$ cat src/rtl/pcm_conditioner.sv
// pcm_conditioner: three-stage sample conditioner between the I2S receiver and
// the 12-bit DAC. Stage 1 removes the microphone DC offset with a first-order
// high-pass filter, stage 2 applies a power-of-two gain with saturation, and
// stage 3 emits offset-binary data with a valid strobe. A retriggerable hold
// counter drives the clip indicator LED.
`timescale 1ns/1ps
module pcm_conditioner #(
  parameter int IN_W      = 24,
  parameter int OUT_W     = 12,
  parameter int DC_K      = 10,
  parameter int CLIP_HOLD = 12_500_000
) (
  input  logic             clk,
  input  logic             rst_n,
  input  logic             in_valid,
  input  logic [IN_W-1:0]  in_data,
  input  logic [2:0]       gain,
  input  logic             bypass_dc,
  output logic             out_valid,
  output logic [OUT_W-1:0] out_data,
  output logic             clip_led
);

  // Filter state width, headroom width for the raw filter sum, gain width.
  localparam int W1 = IN_W + 2;
  localparam int WS = W1 + 2;
  localparam int WG = W1 + 7;
  localparam int CW = $clog2(CLIP_HOLD + 1);
  localparam logic [CW-1:0] HOLD_LD = CW'(CLIP_HOLD);

  // Clamp the raw filter sum into the signed W1 range.
  function automatic logic [W1-1:0] sat_w1(input logic [WS-1:0] raw);
    logic [W1-1:0] res;
    if (raw[WS-1:W1-1] == {(WS-W1+1){raw[WS-1]}}) begin
      res = raw[W1-1:0];
    end else if (raw[WS-1]) begin
      res = {1'b1, {(W1-1){1'b0}}};
    end else begin
      res = {1'b0, {(W1-1){1'b1}}};
    end
    return res;
  endfunction

  // Stage 1 state and pipeline registers
  logic [IN_W-1:0]   r_x_prev;
  logic [W1-1:0]     r_y_prev;
  logic [W1-1:0]     r_s1;
  logic              r_v1;
  // Stage 2 registers
  logic [OUT_W-1:0]  r_sat;
  logic              r_clip;
  logic              r_v2;
  // Stage 3 / output registers
  logic [OUT_W-1:0]  r_out_data;
  logic              r_out_valid;
  logic [CW-1:0]     r_cnt;
  logic              r_clip_led;

  // Stage 1 combinational signals
  logic signed [WS-1:0] w_x_ext;
  logic signed [WS-1:0] w_xp_ext;
  logic signed [WS-1:0] w_yp_ext;
  logic signed [WS-1:0] w_yp_shr;
  logic signed [WS-1:0] w_f_raw;
  logic [W1-1:0]        w_f;
  logic [W1-1:0]        w_s1;
  // Stage 2 combinational signals
  logic signed [WG-1:0] w_g_ext;
  logic signed [WG-1:0] w_g;
  logic signed [WG-1:0] w_v;
  logic                 w_fits;
  logic [OUT_W-1:0]     w_sat;
  logic                 w_clip;
  logic [CW-1:0]        w_cnt_next;

  // DC blocker: f = x - x_prev + y_prev - (y_prev >>> DC_K), saturated.
  always_comb begin
    w_x_ext  = {{(WS-IN_W){in_data[IN_W-1]}}, in_data};
    w_xp_ext = {{(WS-IN_W){r_x_prev[IN_W-1]}}, r_x_prev};
    w_yp_ext = {{(WS-W1){r_y_prev[W1-1]}}, r_y_prev};
    w_yp_shr = w_yp_ext >>> DC_K;
    w_f_raw  = w_x_ext - w_xp_ext + w_yp_ext - w_yp_shr;
    w_f      = sat_w1(w_f_raw);
    if (bypass_dc) begin
      w_s1 = w_x_ext[W1-1:0];
    end else begin
      w_s1 = w_f;
    end
  end

  // Stage 1 registers; filter state advances even in bypass for continuity.
  always_ff @(posedge clk or negedge rst_n) begin
    if (!rst_n) begin
      r_x_prev <= '0;
      r_y_prev <= '0;
      r_s1     <= '0;
      r_v1     <= 1'b0;
    end else begin
      r_v1 <= in_valid;
      if (in_valid) begin
        r_x_prev <= in_data;
        r_y_prev <= w_f;
        r_s1     <= w_s1;
      end
    end
  end

  // Gain, rescale to the output width (floor), and saturate with clip flag.
  always_comb begin
    w_g_ext = {{(WG-W1){r_s1[W1-1]}}, r_s1};
    w_g     = w_g_ext <<< gain;
    w_v     = w_g >>> (IN_W - OUT_W);
    w_fits  = (w_v[WG-1:OUT_W-1] == {(WG-OUT_W+1){w_v[WG-1]}});
    if (w_fits) begin
      w_sat = w_v[OUT_W-1:0];
    end else if (w_v[WG-1]) begin
      w_sat = {1'b1, {(OUT_W-1){1'b0}}};
    end else begin
      w_sat = {1'b0, {(OUT_W-1){1'b1}}};
    end
    w_clip = r_v1 & ~w_fits;
  end

  // Stage 2 registers.
  always_ff @(posedge clk or negedge rst_n) begin
    if (!rst_n) begin
      r_sat  <= '0;
      r_clip <= 1'b0;
      r_v2   <= 1'b0;
    end else begin
      r_v2   <= r_v1;
      r_clip <= w_clip;
      if (r_v1) begin
        r_sat <= w_sat;
      end
    end
  end

  // Stage 3: convert to offset binary by inverting the sign bit.
  always_ff @(posedge clk or negedge rst_n) begin
    if (!rst_n) begin
      r_out_data  <= {1'b1, {(OUT_W-1){1'b0}}};
      r_out_valid <= 1'b0;
    end else begin
      r_out_valid <= r_v2;
      if (r_v2) begin
        r_out_data <= {~r_sat[OUT_W-1], r_sat[OUT_W-2:0]};
      end
    end
  end

  // Hold counter next value: reload on clip, otherwise count down to zero.
  always_comb begin
    if (r_clip) begin
      w_cnt_next = HOLD_LD;
    end else if (r_cnt != '0) begin
      w_cnt_next = r_cnt - {{(CW-1){1'b0}}, 1'b1};
    end else begin
      w_cnt_next = r_cnt;
    end
  end

  // Hold counter and LED; LED uses the next count so it rises with out_valid.
  always_ff @(posedge clk or negedge rst_n) begin
    if (!rst_n) begin
      r_cnt      <= '0;
      r_clip_led <= 1'b0;
    end else begin
      r_cnt      <= w_cnt_next;
      r_clip_led <= (w_cnt_next != '0);
    end
  end

  assign out_valid = r_out_valid;
  assign out_data  = r_out_data;
  assign clip_led  = r_clip_led;

endmodule

$ cat config.mk
export PLATFORM = sky130hd
export DESIGN_NAME = pcm_conditioner
export DESIGN_NICKNAME = d
export VERILOG_FILES = /design/src/rtl/pcm_conditioner.sv
export SDC_FILE = /design/constraint.sdc
export NUM_CORES = 1
export LEC_CHECK = 0
export BUFFER_PORTS_ARGS = -buffer_cell sky130_fd_sc_hd__buf_4
export CORE_ASPECT_RATIO = 1.5
export CORE_MARGIN = 2
export CORE_UTILIZATION = 35
export DETAILED_ROUTE_END_ITERATION = 16
export GPL_TIMING_DRIVEN = 0
export PLACE_DENSITY = 0.61
export SLEW_MARGIN = 20
export SYNTH_ARGS = -nofsm -noshare
export SYNTH_HDL_FRONTEND = slang
export SYNTH_SLANG_ARGS = --single-unit
$ cat constraint.sdc
create_clock -name clk -period 5 [get_ports clk]
set_clock_uncertainty 0.15 [all_clocks]
set_input_delay 1 -clock clk [delete_from_list [all_inputs] [get_ports clk]]
set_output_delay 1 -clock clk [all_outputs]
set_load 0.005 [all_outputs]
After elaboration in Yosys (flattened, before gate mapping)
Index checks and enable logic that the tools add are counted.

Flip-flop bits (word level): 129. Bits of input ports: 31. Output and inout bits: 14. Logic and storage cells: 30.

Add/subtract/negate cells: 4. Equal/unequal tests: 2. Shift-type cells: 1. Muxes and demuxes: 7. Bitwise operators: 3. Reduce and logical (&&, ||, !) cells: 2.

Operator list (count): 2-to-1 mux 26 bit (3); 2-to-1 mux 24 bit (2); nonzero test 24 bit (2); <<< shifter 26 x 3 -> 33 bit (1); subtractor 27 x 16 -> 28 bit (1); adder 25 x 26 -> 27 bit (1); subtractor 24 x 24 -> 25 bit (1); 2-to-1 mux 12 bit (2); subtractor 24 x 1 -> 24 bit, second input constant (1); equality test 9 bit (1); equality test 2 bit (1); inverter 1 bit (2); bitwise AND 1 bit (1).

Longest topological paths before layout
Depth after elaboration: 6. Mapped depth: 18.

Least setup slack after synthesis
OpenSTA, ideal clock, no wires.

Path kind: input -> register. Start point: in in_data[0]. End point: reg r_y_prev[10]. Library setup time: 77 ps. Data arrival time: 4966 ps. Path slack: -193 ps. Stages on the path: 17. Buffers on the path: 2. Path through: fa_1 -> inv_1 -> fa_1 -> inv_1 -> ha_1 -> fa_1 -> a21o_1 -> a221oi_1 -> o2bb2ai_1 -> o21a_1 -> a31o_2 -> o21a_1 -> a221oi_1 -> nor2b_1 -> clkbuf_1 -> clkbuf_1 -> a21oi_1.

Cells in the longest elaborated chain, start to end: 5. Elaborated cells between the ends (all ways): 6.

RTL lines: start: declaration (RTL line 16) `input logic [IN_W-1:0] in_data,`; subtractor 24 x 24 -> 25 bit (*) (RTL line 82) `w_f_raw = w_x_ext - w_xp_ext + w_yp_ext - w_yp_shr;`; adder 25 x 26 -> 27 bit (*) (RTL line 82); subtractor 27 x 16 -> 28 bit (*) (RTL line 82); equality test 2 bit / 2-to-1 mux 26 bit (equally long branches) (RTL line 34, 36); 2-to-1 mux 26 bit (*) (RTL line 34) `if (raw[WS-1:W1-1] == {(WS-W1+1){raw[WS-1]}}) begin`; end signal: assignment (RTL line 102) `r_y_prev <= w_f;`; end: declaration (RTL line 46) `logic [W1-1:0] r_y_prev;`.

Mark *: on every way between the ends. The rest lies on a longest branch, timed or not. A chain may end at the register's enable or synchronous reset.

Worst setup path after layout
Start point: in in_data[0]. End point: reg r_y_prev[8].

The elaborated chain is that of the path after synthesis.

==> results.json <==
{
  "status": "finished, final reports clean",
  "synthArstFlopShare": 1.00,
  "avgRoutedWirePerCell_um": 17.3,
  "grt_pass1_vias": 7316,
  "timing.final.crit_period_ns": 4.94,
  "synth_top_family_by_area": "simple AND/OR/NAND/NOR gates",
  "nFillCells": 2341,
  "seqCellArea_um2": 3110,
  "dieArea_um2": 26200,
  "grt_pass1_wl_um": 38300,
  "h-tree-depth": 4,
  "hold_path_class": "flop to flop",
  "cp.arrival_ns": 5.14,
  "cts-root-buf": "clkbuf_16",
  "io_pins": 45,
  "synth.distinct_cells": 65,
  "layout_setup_ws_ns": 0.0551,
  "synth-xor-area-share": 0.0382,
  "dp_hpwl_um": 18300,
  "die_y_um": 197,
  "grt.busiest_layer": "met2",
  "clock_sinks": 124,
  "initial_utilization": 0.357,
  "antenna_cells": 0,
  "synth.largest_area_cell": "dfrtp_1",
  "cp-endpoint": "r_y_prev[8]$_DFFE_PN0P_",
  "cp-start-kind": "primary input",
  "finalHoldViolCount": 0,
  "worst_pin_slew_ns": 0.885,
  "cts_tree": "built",
  "drc": 0,
  "rows": 70,
  "yosys.area_share.adder": 0.158,
  "final_common_cell": "dfrtp_1",
  "synthCells": 949,
  "grt-ovfl-total": 0,
  "die_x_um": 133,
  "critPathKind": "primary input to flop",
  "syn_area_um2": 8720,
  "r2r_cells": 15,
  "postSynthNetCount": 1060,
  "antenna_found_initial": 0,
  "final_cell_mix": "dfrtp_1 (122), inv_1 (113), nand2_1 (99), nor2_1 (75), a21oi_1 (65)",
  "final_nets": 1126,
  "cap_violations": 0,
  "ys_seq_area_frac": 0.356,
  "final_util": 0.421,
  "min_period_over_period": 0.989,
  "ant_nets": 0,
  "rsz0062_at_grt": "no",
  "cp_max_fo": 10,
  "track_usage": 0.188,
  "endpoint_kind": "flop",
  "routed_wl_um": 23400,
  "cts_inserted_buffers": 17,
  "synth_compound_area_frac": 0.138,
  "use_met3": 0.0285,
  "gp_congestion": 0.931,
  "worstPathRequired_ns": 5.19,
  "synth_seq_cells": 124,
  "grtUsageMet2": 0.361,
  "cts.clk_slew.worst_paths_ns": 0.06,
  "core_area_um2": 24400,
  "synth_ff_type": "dfrtp_1",
  "grt.met1_usage": 0.202,
  "r2r-start": "r_y_prev[25]$_DFFE_PN0P_",
  "synth-edff-count": 0,
  "synthToLayoutAreaGrowth_pct": 17.9,
  "dp_worst_setup_slack_ns": -1.02,
  "portBuffers": 43,
  "regToRegEndpoint": "r_y_prev[8]$_DFFE_PN0P_",
  "drt_iter0_drc": 388,
  "synth_area_per_cell_um2": 9.18,
  "slew_violations": 0,
  "regToRegSetupSlack_ns": 0.30,
  "ys_warn_count": 0,
  "crit_start": "in_data[0]",
  "multi_input_area_um2": 5180,
  "setup_violations": 0,
  "synthSimpleGateAreaFrac": 0.165,
  "synth_area_leaders": "dfrtp_1 (35%), fa_1 (11%), mux2_2 (5.2%)",
  "worstSkewPairLatency_ns": 0.43,
  "vias": 6990,
  "maxSlewHeadroom": 0.410,
  "fmax_mhz": 202,
  "drtPass1Iterations": 5,
  "netlist.area_leader.share": 0.353,
  "drive_gt1_frac": 0.157,
  "synthMuxAreaShare": 0.0787,
  "via_per_inst": 5.17,
  "cts.path.max_buffers": 2,
  "grt_max_degree": 75
}
-- worst min-delay path by stage --
stage                           from                       end  depth (start not counted)  slack, ns
5_1_grt               r_v2$_DFF_PN0_       out_valid$_DFF_PN0_                          0       0.30
3_5_place_dp          r_v2$_DFF_PN0_       out_valid$_DFF_PN0_                          0       0.28
6_report       r_sat[11]$_DFFE_PN0P_  out_data[11]$_DFFE_PN1P_                          1       0.28
2_1_floorplan  r_sat[11]$_DFFE_PN0P_  out_data[11]$_DFFE_PN1P_                          1       0.24
4_1_cts        r_sat[11]$_DFFE_PN0P_  out_data[11]$_DFFE_PN1P_                          1       0.29
3_3_place_gp          r_v2$_DFF_PN0_       out_valid$_DFF_PN0_                          0       0.27
-- Yosys cell counts (6+ instances only) --
cell	number
fa_1	50
nand2_1	100
o21bai_1	6
dfrtp_1	123
a211oi_1	7
inv_1	113
ha_1	30
nand4_1	6
mux2_2	40
nor2_1	75
nand3_1	49
nor3_1	17
nand2b_1	11
mux2i_1	19
nor2b_1	8
a21o_1	11
xnor2_1	24
o21ai_0	48
or3_1	7
clkbuf_1	37
a21oi_1	68
xor2_1	14
-- flip-flops by register name, indices dropped and copies added (netlist names) --
name	count
r_y_prev	26
r_cnt	24
r_x_prev	24
r_s1	21
out_data	12
r_sat	12
clip_led	1
out_valid	1
r_clip	1
r_v1	1
r_v2	1
-- per-stage QoR --
stage | cell area (um^2) | setup TNS [ns] | std cells | hold WS [ns]
floorplan | 8740 | 0 | 949 | 0.238
global placement | 9460 | -38.24 | 1316 | 0.271
detailed placement | 9500 | -38.81 | 1317 | 0.280
CTS | 10200 | 0 | 1352 | 0.285
global route | 10300 | 0 | 1352 | 0.301
finish | 10300 | 0 | 1352 | 0.278
-- what timing repair did --
action,CTS,global route
setup buffers,4,1
resized for setup,24,11
pin swaps,1,2
setup endpoints to repair,45,45
hold buffers,0,0
-- critical path, stage by stage --
cell and delay, ns:
buf_4 0.13, fa_1 0.55, inv_1 0.06, fa_1 0.47
inv_1 0.04, ha_1 0.20, fa_2 0.36, a21o_1 0.20
a221oi_4 0.36, o2bb2ai_4 0.13, o21a_1 0.24, a31o_2 0.29
nor3_4 0.18, a22o_1 0.17, clkbuf_4 0.22, clkbuf_4 0.25
nand2_1 0.09, a21oi_1 0.18
-- cell type report --
cell class                 count  share of cell area
multi-input combinational    671               0.504
sequential                   124               0.302
clock buffer                  17              0.0414
inverter                     113              0.0413
timing repair buffer          49              0.0397
tap                          324              0.0394
buffer                        39              0.0173
clock inverter                15              0.0150
-- layer usage --
| metal | vias to the layer above | wire length, um | part of all wire |
|---|---|---|---|
| met2 | 139 | 12900 | 0.55 |
| met1 | 3433 | 9040 | 0.39 |
| met4 | 0 | 817 | 0.035 |
| li1 | 3365 | - | - |
| met5 | - | 0 | 0 |
| met3 | 53 | 601 | 0.026 |
-- kinds of logic (layout without fill, tap and decap cells) --
logic type               after synthesis  in the layout
multiplexers                          61             61
XOR/XNOR                              38             38
AO/OA/AOI/OAI                        190            190
flip-flops                           124            124
adder cells (fa/ha/maj)               80             80
buffers and inverters                154            233
AND/OR/NAND/NOR                      302            302
Power is not shown: default switching activity piles up to over one toggle a cycle in this logic, so the estimate is an artifact.
